--- src/rtl/clock_time_core_if.sv ---
// Handshake/status bundle between the timekeeping core and its controller/formatter.
// The master side drives the controls; the core (slave) drives time and scan outputs.
interface clock_time_core_if;
  logic        run_en;
  logic        clear;
  logic        btn_sec;
  logic        btn_min;
  logic [11:0] data_show;
  logic [2:0]  byte_status;
  logic        sec_tick;
  logic        hour_wrap;

  modport master (
    output run_en, clear, btn_sec, btn_min,
    input  data_show, byte_status, sec_tick, hour_wrap
  );

  modport slave (
    input  run_en, clear, btn_sec, btn_min,
    output data_show, byte_status, sec_tick, hour_wrap
  );
endinterface

--- src/rtl/clock_time_core.sv ---
// MM:SS timekeeper with debounced set buttons and a free-running 8-phase digit scan.
// Feeds the 7-segment formatter with a packed time word and the current scan phase.
module clock_time_core #(
  parameter int TICK_DIV = 10000000,
  parameter int SCAN_DIV = 10000,
  parameter int DEBOUNCE = 200000
) (
  input logic              clock,
  input logic              reset,
  clock_time_core_if.slave bus
);

  localparam int TW = (TICK_DIV > 1) ? $clog2(TICK_DIV) : 1;
  localparam int SW = (SCAN_DIV > 1) ? $clog2(SCAN_DIV) : 1;
  localparam int DW = (DEBOUNCE > 1) ? $clog2(DEBOUNCE) : 1;
  localparam logic [TW-1:0] TICK_LAST = TW'(TICK_DIV - 1);
  localparam logic [SW-1:0] SCAN_LAST = SW'(SCAN_DIV - 1);
  localparam logic [DW-1:0] DB_LAST   = DW'(DEBOUNCE - 1);

  function automatic logic [5:0] inc60(input logic [5:0] v);
    return (v == 6'd59) ? 6'd0 : v + 6'd1;
  endfunction

  logic [TW-1:0] presc_reg;
  logic [SW-1:0] scan_cnt_reg;
  logic [2:0]    phase_reg;
  logic [5:0]    sec_reg;
  logic [5:0]    min_reg;
  logic          sec_tick_reg;
  logic          hour_wrap_reg;

  logic [1:0] btn_raw;
  logic [1:0] btn_rise;
  logic       tick;
  logic       set_sec;
  logic       set_min;

  assign btn_raw = {bus.btn_min, bus.btn_sec};

  // Per-button: 2-flop synchroniser, then a level filter that only flips after
  // DEBOUNCE consecutive disagreeing samples. The rise is flagged in the same
  // cycle the filtered level is about to go high, so each press counts once.
  genvar gi;
  generate
    for (gi = 0; gi < 2; gi++) begin : g_btn
      logic          sync1_reg;
      logic          sync2_reg;
      logic          level_reg;
      logic [DW-1:0] cnt_reg;

      always_ff @(posedge clock or negedge reset) begin
        if (!reset) begin
          sync1_reg <= 1'b0;
          sync2_reg <= 1'b0;
          level_reg <= 1'b0;
          cnt_reg   <= '0;
        end else begin
          sync1_reg <= btn_raw[gi];
          sync2_reg <= sync1_reg;
          if (sync2_reg != level_reg) begin
            if (cnt_reg == DB_LAST) begin
              level_reg <= sync2_reg;
              cnt_reg   <= '0;
            end else begin
              cnt_reg <= cnt_reg + 1'b1;
            end
          end else begin
            cnt_reg <= '0;
          end
        end
      end

      assign btn_rise[gi] = sync2_reg && !level_reg && (cnt_reg == DB_LAST);
    end
  endgenerate

  assign tick    = bus.run_en && (presc_reg == TICK_LAST);
  // Edges that land while running are simply lost; a held button cannot re-fire later.
  assign set_sec = btn_rise[0] && !bus.run_en;
  assign set_min = btn_rise[1] && !bus.run_en;

  always_ff @(posedge clock or negedge reset) begin
    if (!reset) begin
      presc_reg     <= '0;
      sec_reg       <= '0;
      min_reg       <= '0;
      sec_tick_reg  <= 1'b0;
      hour_wrap_reg <= 1'b0;
    end else begin
      sec_tick_reg  <= 1'b0;
      hour_wrap_reg <= 1'b0;
      if (bus.clear) begin
        presc_reg <= '0;
        sec_reg   <= '0;
        min_reg   <= '0;
      end else begin
        if (bus.run_en) begin
          presc_reg <= tick ? '0 : presc_reg + 1'b1;
        end
        if (tick) begin
          sec_tick_reg <= 1'b1;
          sec_reg      <= inc60(sec_reg);
          if (sec_reg == 6'd59) begin
            min_reg <= inc60(min_reg);
            if (min_reg == 6'd59) begin
              hour_wrap_reg <= 1'b1;
            end
          end
        end else begin
          // Set mode: fields roll independently, no carry and no pulses.
          if (set_sec) begin
            sec_reg <= inc60(sec_reg);
          end
          if (set_min) begin
            min_reg <= inc60(min_reg);
          end
        end
      end
    end
  end

  // Scan phase runs on its own; neither run_en nor clear touches it.
  always_ff @(posedge clock or negedge reset) begin
    if (!reset) begin
      scan_cnt_reg <= '0;
      phase_reg    <= '0;
    end else if (scan_cnt_reg == SCAN_LAST) begin
      scan_cnt_reg <= '0;
      phase_reg    <= phase_reg + 3'd1;
    end else begin
      scan_cnt_reg <= scan_cnt_reg + 1'b1;
    end
  end

  assign bus.data_show   = {min_reg, sec_reg};
  assign bus.byte_status = phase_reg;
  assign bus.sec_tick    = sec_tick_reg;
  assign bus.hour_wrap   = hour_wrap_reg;

endmodule

--- src/flat_wrapper.sv ---
// flat-port wrapper written by rule: the top's interface ports become plain ports
module clock_time_core_flat 
#(
  parameter int TICK_DIV = 10000000,
  parameter int SCAN_DIV = 10000,
  parameter int DEBOUNCE = 200000
)
  (clock, reset, bus_run_en, bus_clear, bus_btn_sec, bus_btn_min, bus_data_show, bus_byte_status, bus_sec_tick, bus_hour_wrap);
  clock_time_core_if bus_i ();
  input logic clock;
  input logic reset;
  input wire logic [$bits(bus_i.run_en)-1:0] bus_run_en;
  input wire logic [$bits(bus_i.clear)-1:0] bus_clear;
  input wire logic [$bits(bus_i.btn_sec)-1:0] bus_btn_sec;
  input wire logic [$bits(bus_i.btn_min)-1:0] bus_btn_min;
  output wire logic [$bits(bus_i.data_show)-1:0] bus_data_show;
  output wire logic [$bits(bus_i.byte_status)-1:0] bus_byte_status;
  output wire logic [$bits(bus_i.sec_tick)-1:0] bus_sec_tick;
  output wire logic [$bits(bus_i.hour_wrap)-1:0] bus_hour_wrap;
  assign bus_i.run_en = bus_run_en;
  assign bus_i.clear = bus_clear;
  assign bus_i.btn_sec = bus_btn_sec;
  assign bus_i.btn_min = bus_btn_min;
  assign bus_data_show = bus_i.data_show;
  assign bus_byte_status = bus_i.byte_status;
  assign bus_sec_tick = bus_i.sec_tick;
  assign bus_hour_wrap = bus_i.hour_wrap;
  clock_time_core #(.TICK_DIV(TICK_DIV), .SCAN_DIV(SCAN_DIV), .DEBOUNCE(DEBOUNCE)) u_core (.clock(clock), .reset(reset), .bus(bus_i));
endmodule
--- config.mk ---
export PLATFORM = sky130hd
export DESIGN_NAME = clock_time_core_flat
export DESIGN_NICKNAME = d
export VERILOG_FILES = /design/src/rtl/clock_time_core_if.sv /design/src/rtl/clock_time_core.sv /design/src/flat_wrapper.sv
export SDC_FILE = /design/constraint.sdc
export NUM_CORES = 1
export LEC_CHECK = 0
export BUFFER_PORTS_ARGS = -buffer_cell sky130_fd_sc_hd__buf_2
export CORE_MARGIN = 4
export CORE_UTILIZATION = 30
export CTS_BUF_LIST = sky130_fd_sc_hd__clkbuf_16
export DETAILED_ROUTE_END_ITERATION = 8
export GPL_TIMING_DRIVEN = 1
export PLACE_DENSITY = 0.56
export SYNTH_ARGS = -nofsm -noshare
export SYNTH_HDL_FRONTEND = slang
export SYNTH_SLANG_ARGS = --single-unit
--- constraint.sdc ---
create_clock -name clock -period 3.88 [get_ports clock]
set_input_delay 0.776 -clock clock [delete_from_list [all_inputs] [get_ports clock]]
set_output_delay 0.776 -clock clock [all_outputs]
set_load 0.01 [all_outputs]
# Yosys cells after proc, flatten, opt, wreduce, memory -nomap -nowiden
# Cells that the tools add are included.
[word_totals] regBits=97 input_bits=6 output_inout_bits=17 word_cells=70
[op_classes] add_sub_neg=7 eq_ne=9 n_mux=23 n_reduce_logical=16
[ops] op="$mux W18" count=4
[ops] op="$mux W24" count=3
[ops] op="$mux W6" count=9
[ops] op="$add A18 B1 Y18 const B" count=2
[ops] op="$eq A18 B18 Y1 const B" count=2
[ops] op="$add A24 B1 Y24 const B" count=1
[ops] op="$eq A24 B24 Y1 const B" count=1
[ops] op="$add A14 B1 Y14 const B" count=1
[ops] op="$eq A14 B14 Y1 const B" count=1
[ops] op="$mux W14" count=1
[ops] op="$add A6 B1 Y6 const B" count=2
[ops] op="$eq A6 B6 Y1 const B" count=2
[ops] op="$logic_and A1 B1 Y1" count=7
[ops] op="$mux W1" count=6
[ops] op="$reduce_and A2 Y1" count=3
[ops] op="$reduce_bool A3 Y1" count=2
[ops] op="$add A3 B1 Y3 const B" count=1
[ops] op="$logic_not A1 Y1" count=3
[ops] op="$ne A3 B3 Y1 const B" count=1
[ops] op="$ne A1 B1 Y1" count=2
[ops] op="$reduce_bool A2 Y1" count=1

# Longest topological paths before layout
# Gate-level depths: netlist of run 1.
[depth] word_depth=7 ltp_mapped=8 ltp_nobuf=6

# Worst setup path before layout of run 1
# OpenSTA, ideal clock, no wires.
[synth_path] path_type="input-to-reg" start="in bus_run_en" end="reg u_core.min_reg[5]" setup_ns=0.082 arrival_time_ns=2.125 required_time_ns=3.798 setup_slack_ns=1.673 path_stages=5 n_path_buf=0 cell_sequence="nand2_1 > or4_4 > or3_4 > a211o_1 > a31oi_1"
[synth_via] elab_chain_cells=4 word_cells_on_any_way=8 cone_classes="eq/ne: 1; mux: 2; reduce/logical: 5"
[synth_rtl] element="start, declared" line_no="flat_wrapper.sv:12" rtl="input wire logic [$bits(bus_i.run_en)-1:0] bus_run_en;"
[synth_rtl] element="$logic_not A1 Y1" line_no="clock_time_core.sv:80" rtl="assign set_min = btn_rise[1] && !bus.run_en;"
[synth_rtl] element="$logic_and A1 B1 Y1" line_no="clock_time_core.sv:80"
[synth_rtl] element="$reduce_bool A3 Y1 (no source line)"
[synth_rtl] element="$reduce_and A2 Y1 (no source line)"
[synth_rtl] element="end signal, assigned" line_no="clock_time_core.sv:104" rtl="min_reg <= inc60(min_reg);"
[synth_rtl] element="end signal, assigned" line_no="clock_time_core.sv:115" rtl="min_reg <= inc60(min_reg);"
[synth_rtl] element="end, declared" line_no="clock_time_core.sv:28" rtl="logic [5:0] min_reg;"
# Parallel ways exist; a longest one is shown, timed or not.
# A chain may end at the register's enable or synchronous reset.

# Worst setup path in the final report of run 1
[layout_path] start="reg u_core.g_btn[1].cnt_reg[13]" end="reg u_core.min_reg[0]"
[layout_via] elab_chain_cells=5
[layout_rtl] element="start, declared" line_no="clock_time_core.sv:49" rtl="logic [DW-1:0] cnt_reg;"
[layout_rtl] element="start signal, assigned" line_no="clock_time_core.sv:65" rtl="cnt_reg <= cnt_reg + 1'b1;"
[layout_rtl] element="$eq A18 B18 Y1" line_no="clock_time_core.sv:73" rtl="assign btn_rise[gi] = sync2_reg && !level_reg && (cnt_reg == DB_LAST);"
[layout_rtl] element="$logic_and A1 B1 Y1" line_no="clock_time_core.sv:73"
[layout_rtl] element="$logic_and A1 B1 Y1" line_no="clock_time_core.sv:80"
[layout_rtl] element="$reduce_bool A3 Y1 (no source line)"
[layout_rtl] element="$reduce_and A2 Y1 (no source line)"
# No other way between the ends.

==> results, run 1 <==
- The largest single stage delay on the critical path is 0.67 ns.
- The number of detailed-routing iterations run before antenna repair is 4.
- The first global-routing pass estimated approximately 17 mm of wire.
- Clock-pin slew was measured on the worst setup and hold paths at ~0.070 ns.
- Dividing total power by cell area gives a power density of 360 mW/mm^2.
- For this design the top-level I/O count stands at 23.
- The count of buffers added on input and output ports is 22.
- The portion of the post-synthesis area used by sequential elements is between 50% and 60%.
- The residual antenna-violating net count after detailed routing is 0.
- The die covers 0.0181 sq mm.
- The most used flip-flop cell after synthesis is dfrtp_1.
- The number of remaining DRC errors is 0.
- The post-cts gate resize count is 0.
- The average vias per placed instance is 4.86.
- The Yosys step of the flow raised 0 warnings.
- The worst hold path passes through 0 cells.
- The worst-case IR drop observed on VDD is between 200 and 250 uV.
- The clock period minus worst slack is about 2.5 ns.
- The synthesized netlist contains 50 unique library cells.
- The post-route setup TNS is 0 ns.
- The congestion estimate from routability-driven global placement came to 0.816.
- The standby leakage power is approximately 2.3 nW.
- Synthesis produced a netlist whose cell count is 484.
- Once layout is complete, the utilization of the core stands at between 30% and 40%.
- The sum of routed wire length over all layers is roughly 9.6 mm.
- The post-layout total power is slightly below 2 mW.
- The number of hold-slack violations in the final timing report was 0.
- The floorplan step defined a core boundary enclosing ~0.015 sq mm.
- The via count of the first global-routing pass is 3503.
- STA classifies the critical path endpoint as a flop.
- The cell count of the worst reg-to-reg path is 5.
- Setup violations remaining at the end of the flow were counted as 0.
- After synthesis the cells add up to around 0.0048 sq mm.
- Setup repair after global routing left no endpoint under its margin.
- TritonCTS built the clock tree.
- The type of the tightest min-delay check is flop to flop.
- The maximum clock frequency is slightly above 400 MHz.
- The routed length per instance is 13.2 um.
- By area the synthesized netlist is led by dfrtp_1 51%, xor2_1 6.4%, nor2_1 6.3%.
- The clock tree synthesis step divided the H-tree into 3 levels.
- The global-route total usage across every layer is 11.4%.
- Of the post-synthesis cell area, the dominant cell type holds around 51%.
- For this design, the CTS-stage hold fixing added 0 buffers.
- The critical path is of the flop to flop type.
- Of the cells placed in the final design, the portion with a size suffix greater than 1 is 11.5%.
- The total overflow reported by the global router is 0.
- The endpoint required time on the critical path is roughly 4.1 ns.
- The layout-stage area growth over the synthesis result is 12.9%.
- The worst setup path is launched from a flop.
- The number of antenna diodes in the final layout is 0.
- At the pin with the least slew margin, the transition time is 0.948 ns.
- The site row count is 45.
- The total CTS buffers is 9.
- The worst pin sits at a relative slew slack of around 37%.
- The maximum clock path buffer count is 2.
- In the post-synthesis netlist, the cell with the most instances is dfrtp_1.
- The final worst-path cycle share is 63.7%.
- The number of setup buffers added after CTS is 0.
- The run finished with clean final reports.
- CTS saw 97 sinks.
- The number of max-capacitance violations reported is 0.
- The die is around 130 um wide.
- The clock reaches the later pin of the worst-skew pair after approximately 0.35 ns.
- The number of antenna violations at the first check in global routing came to 0.
- For this design, the slowest cell found on the critical path is or4b_2.
- After layout, the worst setup slack is roughly 1.4 ns.
- Across the routed clock network, the largest skew measured is approximately 0.0066 ns.
- The largest area contributor in the synthesized netlist is dfrtp_1.
- Walking the worst path, the cells encountered are or4b_2, nor4b_2, nand3_2, nand3_1, mux2_2.
- The async set-or-reset flop fraction in the synthesized netlist is 100%.
- The net count of the finished layout is roughly 520.
- For the worst setup path, the data arrival time is about 2.7 ns.
- The routed layout has 3527 vias.
- The synthesized design contains 97 register bits.
- The number of slew-limit violations in the final report was 0.
- After synthesis, the mean cell area works out to about 9.9 sq um.
- The worst hold margin is 0.362 ns.
- The number of fill cells is 1598.
- The largest net degree at the start of global routing is 76.
- The floorplan step set the die height to between 100 and 150 um.
- Sorting the synthesized cells by how often they occur yields 97 x dfrtp_1, 81 x nor2_1, 40 x nand3_1.
- The synthesized design contains 0 enable-type register cells.
- The number of design-rule violations left by the first detailed-router iteration is ~190.
- The critical-path maximum fanout is 8.
- The HPWL after detailed placement is roughly 6.7 mm.
- The register with the most flip-flops in the layout has 36 of them.
- The root buffer cell chosen for the clock tree is clkbuf_16.
- Once the floorplan was initialized, standard cells occupied 31.0% of the core.
- OpenSTA, run right after detailed placement, puts the worst setup slack at between 1 and 1.5 ns.
- The number of nets in the synthesized netlist is around 500.
[cell type report]
| class | count | area [sq um] | area share (%) |
|---|---|---|---|
| multi-input combinational | 365 | 2270 | 42.1 |
| inverter | 11 | 41.3 | 0.764 |
| clock buffer | 9 | 225 | 4.17 |
| timing repair buffer | 25 | 135 | 2.50 |
| tap | 211 | 264 | 4.88 |
| sequential | 97 | 2430 | 44.9 |
| clock inverter | 7 | 38.8 | 0.717 |
[cells in the final DEF (no fill, tap or decap), types with 3 or more instances in the layout]
master     instances
dfrtp_1           97
or4b_2             3
clkbuf_16          9
nor4_1             6
nor2b_1            6
and4_1             4
a21oi_1            8
nand3_1           40
a22o_1             3
nor2_1            81
nor4b_1            4
a31oi_1            3
or2_2              5
xor2_1            35
nand2b_1           4
nor3_1            12
or3_1              4
buf_2             21
o21ai_0           10
xnor2_1           28
nand2_1           32
clkinv_2           3
and2_1             3
buf_4              4
nand4_1           19
mux2_2             6
and3_1            12
inv_1             12
ha_1               9
[worst paths after layout]
check                                                 start                         to  slack (ns)
worst max-delay path            u_core.g_btn[1].cnt_reg[13]          u_core.min_reg[0]        1.41
worst min-delay path              u_core.g_btn[1].sync1_reg  u_core.g_btn[1].sync2_reg        0.36
worst max register to register  u_core.g_btn[1].cnt_reg[13]          u_core.min_reg[0]        1.41
worst min register to register    u_core.g_btn[1].sync1_reg  u_core.g_btn[1].sync2_reg        0.36
max in group asynchronous                             reset       u_core.presc_reg[18]        2.54
min in group asynchronous                             reset     u_core.scan_cnt_reg[1]        0.56
[routing by layer]
metal	vias up	share of wire (%)	routed length (um)	track usage, %
met4	0	2.7	263	6.45
li1	1751	-	-	-
met3	17	4.3	409	2.66
met1	1702	48	4610	15.1
met5	-	0	0	0
met2	57	45	4310	17.2
[per-stage QoR]
| stage | std cells | instance area, sq um |
|---|---|---|
| 2_1_floorplan | 484 | 4790 |
| 3_3_place_gp | 709 | 5140 |
| 3_5_place_dp | 709 | 5140 |
| 4_1_cts | 725 | 5410 |
| 5_1_grt | 725 | 5410 |
| 6_report | 725 | 5410 |
[power breakdown]
group	switching [mW]	total, mW	internal [mW]
sequential	0.0197	1.05	1.03
clock	0.373	0.801	0.427
combinational	0.0642	0.0954	0.0311
total	0.457	1.94	1.49
[cells by family after synthesis]
group | after synthesis | share of synthesized area [%]
AND/OR/NAND/NOR | 250 | 27.1
adder cells (fa/ha/maj) | 9 | 2.35
AO/OA/AOI/OAI | 37 | 5.15
buffers and inverters | 22 | 1.83
flip-flops | 97 | 50.7
XOR/XNOR | 63 | 11.5
multiplexers | 6 | 1.41
[critical path: cells and delay by family, from the launching register on]
family | cells | cell delay (ns)
AND/OR/NAND/NOR | 4 | 1.57
flip-flops | 1 | 0.45
multiplexers | 1 | 0.34
Note: power is estimated with default switching activity, not from simulation.
==> run 2: changes to the inputs <==
--- a/config.mk
+++ b/config.mk
@@ -5,6 +5,7 @@
 export SDC_FILE = /design/constraint.sdc
 export NUM_CORES = 1
 export LEC_CHECK = 0
+export ABC_AREA = 1
 export BUFFER_PORTS_ARGS = -buffer_cell sky130_fd_sc_hd__buf_2
 export CORE_MARGIN = 4
 export CORE_UTILIZATION = 30
==> constraint.sdc (replaced) <==
create_clock -name clock -period 2.5 [get_ports clock]
set_input_delay 0.5 -clock clock [delete_from_list [all_inputs] [get_ports clock]]
set_output_delay 0.5 -clock clock [all_outputs]
set_load 0.01 [all_outputs]
==> run 2 against run 1 <==
Against the previous run:
- die area rose by 12%
- first-iteration DRC count up 12%
- combinational power up 110%
- clock skew up 0.0024 ns
- flip-flop and latch count is the same
- wire length rose by 23%
- sequential share of layout area fell by 4.9 points
- critical path depth up 3
- power increased by 65%
- via count increased by 23%
- hold slack got worse by 0.26 ns
- synthesized area up 13%
- critical endpoint is now u_core.g_btn[0].cnt_reg[13]
==> results, run 2 <==
- The total of buffers placed on input and output ports is 22 (unchanged).
- The final worst-path cycle share is 73.9% (was 63.7%).
- The async set-or-reset flop fraction in the synthesized netlist is 100% (unchanged).
- The global-route total usage across every layer is 12.3% (was 11.4%).
- The compound-gate portion of the synthesized area is 4.21% (was 5.15%).
- The number of inserted diodes is 0 (unchanged).
- The maximum clock path buffer count is 2 (unchanged).
- The total vias in the final route is 4339 (was 3527).
- The wire length of the first global-routing pass was 20.1 mm (was 16.8 mm).
- The area share of and/or/nand/nor cells after synthesis is 36.4% (was 27.1%).
- The Yosys warning count is 0 (unchanged).
- The most common library cell in the layout ignoring fill and taps is nand2_1 (was dfrtp_1).
- Cell types occupying the most area after synthesis: dfrtp_1 45%, nand2_1 11%, nor2_1 8.5% (was dfrtp_1 51%, xor2_1 6.4%, nor2_1 6.3%).
- The count of mapped cells out of synthesis is 692 (was 484).
- The wire length on met3 is 315 um (was 409 um).
- The register clock-pin slew on the reported worst setup and hold paths is 0.07 ns (about the same).
- The synthesized-area fraction occupied by xor and xnor cells was 5.18% (was 11.5%).
- The pre-CTS setup slack is 0.648 ns (was 1.39 ns).
- The power per standard cell area is 528 mW/mm^2 (was 360 mW/mm^2).
- The smallest setup slack after layout was 0.653 ns (was 1.41 ns).
- The x dimension of the die was 142 um (was 134 um).
- The sum of net half-perimeters after detailed placement is 8.76 mm (was 6.66 mm).
- Leading cell types by count after synthesis: 159 x nand2_1, 123 x nor2_1, 97 x dfrtp_1 (was 97 x dfrtp_1, 81 x nor2_1, 40 x nand3_1).
- The area of the die is 0.0202 sq mm (was 0.0181 sq mm).
- The final setup violation count is 0 (unchanged).
- The top metal layer carrying routed signals is met4 (unchanged).
- The leading cell type by number of instances after synthesis was nand2_1 (was dfrtp_1).
- The layout net count came to 734 (was 524).
- The standby leakage power is 2.92 nW (was 2.32 nW).
- The maximum clock frequency came to 541 MHz (was 405 MHz).
- The post-route clock skew was 0.00903 ns (was 0.00659 ns).
- The average cell area after synthesis is 7.82 sq um (was 9.90 sq um).
- The top-level port count came to 23 (unchanged).
- The slew of the pin with the lowest slew margin is 0.516 ns (was 0.948 ns).
- The residual antenna-violating net count after detailed routing is 0 (unchanged).
- The starting density of the core is 30.9% (was 31.0%).
- The portion of synthesized cell area occupied by the leading cell type is 44.9% (was 50.7%).
- The synthesized netlist net count is 707 (was 499).
- The final estimated routing congestion in global placement was 0.809 (was 0.816).
- The leading register cell type out of synthesis is dfrtp_1 (unchanged).
- The arrival time at the worst endpoint is 2.09 ns (was 2.70 ns).
- The post-route setup TNS is 0 ns (unchanged).
- Highest-count cells in the layout ignoring fill and taps: 159 x nand2_1, 123 x nor2_1, 97 x dfrtp_1 (was 97 x dfrtp_1, 81 x nor2_1, 40 x nand3_1).
- The share of synthesized area spent on multiplexers is 0% (was 1.41%).
- The area of the core is 0.0175 sq mm (was 0.0154 sq mm).
- RSZ-0062 raised after global routing: false (unchanged).
- The via count of the first global-routing pass is 4210 (was 3503).
- The clock period minus worst slack was 1.85 ns (was 2.47 ns).
- Outcome: finished, final reports clean (unchanged).
- The class of the most critical setup path was flop to flop (unchanged).
- The number of design-rule violations left by the first detailed-router iteration is 208 (was 185).
- The number of antenna violations at the first check in global routing came to 0 (unchanged).
- The type of element capturing the critical path is a flop (unchanged).
- The number of fill cells was 1858 (was 1598).
- The main combinational cell family by area after synthesis is simple AND/OR/NAND/NOR gates (unchanged).
- The number of setup buffers added after CTS is 0 (unchanged).
- The normalized max-slew margin is 65.3% (was 36.8%).
- The number of sinks driven by the clock tree is 97 (unchanged).
- The synthesized cell area was 0.00541 sq mm (was 0.00479 sq mm).
- The TritonCTS clock tree is built (unchanged).
- The insertion delay of the later-clocked pin in the worst-skew pair is 0.35 ns (about the same).
- The launch point of the worst path is u_core.g_btn[0].cnt_reg[0] (was u_core.g_btn[1].cnt_reg[13]).
- The number of storage elements in the synthesis netlist is 97 (unchanged).
- The number of detailed-routing iterations run before antenna repair is 4 (unchanged).
- The routed length on met2 is 5.39 mm (was 4.31 mm).
- The count of unique library cells instantiated by Yosys came to 44 (was 50).
- The portion of the post-synthesis area used by sequential elements is 44.9% (was 50.7%).
- The number of slew-limit violations in the final report is 0 (unchanged).
- The total overflow reported by the global router is 0 (unchanged).
- The cell at the root of the clock tree is clkbuf_16 (unchanged).
- The post-cts gate resize count was 0 (unchanged).
- The type of the tightest min-delay check is input port to asynchronous set/reset pin (was flop to flop).
- The number of hold-slack violations in the final timing report is 0 (unchanged).
- The total routed wire length on the met1 layer is 5.80 mm (was 4.61 mm).
- The number of levels the H-tree was split into is 3 (unchanged).
- The site row count was 48 (was 45).
- The number of synthesized flops with an enable pin is 0 (unchanged).
- The category of the worst setup path launch point is a flop (unchanged).
- The total CTS buffers is 9 (unchanged).
- The chip height is 142 um (was 134 um).
- The number of remaining DRC errors came to 0 (unchanged).
- The layout-stage area growth over the synthesis result is 12.1% (was 12.9%).
- The adder-cell share of the synthesized area is 2.08% (was 2.35%).
- The reg-to-reg startpoint is u_core.g_btn[0].cnt_reg[0] (was u_core.g_btn[1].cnt_reg[13]).
- The sum of routed wire length over all layers is 11.8 mm (was 9.59 mm).
- The largest area contributor in the synthesized netlist is dfrtp_1 (unchanged).
- The number of flip-flops in the largest register is 36 (unchanged).
- The maximum vdd ir drop is 296 uV (was 211 uV).
- The average vias per placed instance is 4.57 (was 4.86).
- The routed length per instance came to 12.4 um (was 13.2 um).
- The critical-path maximum fanout is 11 (was 8).
- The hold buffer count at CTS was 0 (unchanged).
- The endpoint required time on the critical path came to 2.74 ns (was 4.11 ns).
- The share of layout cells above drive strength 1 was 9.81% (was 11.5%).
- The largest net degree at the start of global routing is 38 (was 76).
- The number of max-capacitance violations reported came to 0 (unchanged).
run 2: logic make-up (layout without fill, tap and decap cells):
kind of cell / after synthesis / count (layout)
XOR/XNOR: 32 / 32
AND/OR/NAND/NOR: 418 / 418
buffers and inverters: 97 / 129
AO/OA/AOI/OAI: 39 / 39
flip-flops: 97 / 97
adder cells (fa/ha/maj): 9 / 9
run 2: cell type report:
class / instances / area (sq um) / area share [%]
Clock buffer: 9 / 225 / 3.72
Clock inverter: 7 / 63.8 / 1.05
Inverter: 89 / 337 / 5.55
Multi-Input combinational cell: 498 / 2590 / 42.7
Sequential cell: 97 / 2430 / 40.0
Tap cell: 225 / 282 / 4.64
Timing Repair Buffer: 24 / 140 / 2.31
run 2: worst max-delay path: stages (launching register included):
cell and delay [ns]:
dfrtp_1 0.36, ha_1 0.17, nand2_1 0.10, nor3b_4 0.35, nand3_1 0.15, nand2_1 0.36
inv_1 0.10, o21ai_0 0.09, nor2_1 0.05
run 2: worst paths after layout:
path                                                to  cells after the start  slack [ns]
max                        u_core.g_btn[0].cnt_reg[13]                      8        0.65
min                        u_core.g_btn[1].cnt_reg[16]                      1         0.1
max reg2reg                u_core.g_btn[0].cnt_reg[13]                      8        0.65
min reg2reg                  u_core.g_btn[1].sync2_reg                      0        0.36
max in group asynchronous            u_core.min_reg[5]                      2        1.66
min in group clock           u_core.g_btn[1].sync1_reg                      1        0.25
run 2: metal layers:
metal  global-route usage (%)  vias up
met5                        0        -
met4                     5.81        0
met3                     2.15       13
met2                     19.8       45
met1                     16.0     2023
li1                         -     2258
run 2: metrics by stage:
stage	util (%)	cells	total power, mW	hold WS (ns)	area [sq um]
after detailed placement	33.0	933	1.88	0.342	5770
final	34.7	949	3.20	0.0991	6060
after CTS	34.7	949	3.27	0.117	6060
after global routing	34.7	949	3.36	0.143	6060
after floorplan	-	692	1.79	0.204	5410
after global placement	33.0	933	1.88	0.335	5770
run 2: report_power, final:
| group | internal (mW) | switching (mW) |
|---|---|---|
| registers | 1.61 | 0.0429 |
| logic | 0.0623 | 0.135 |
| clock network | 0.768 | 0.587 |
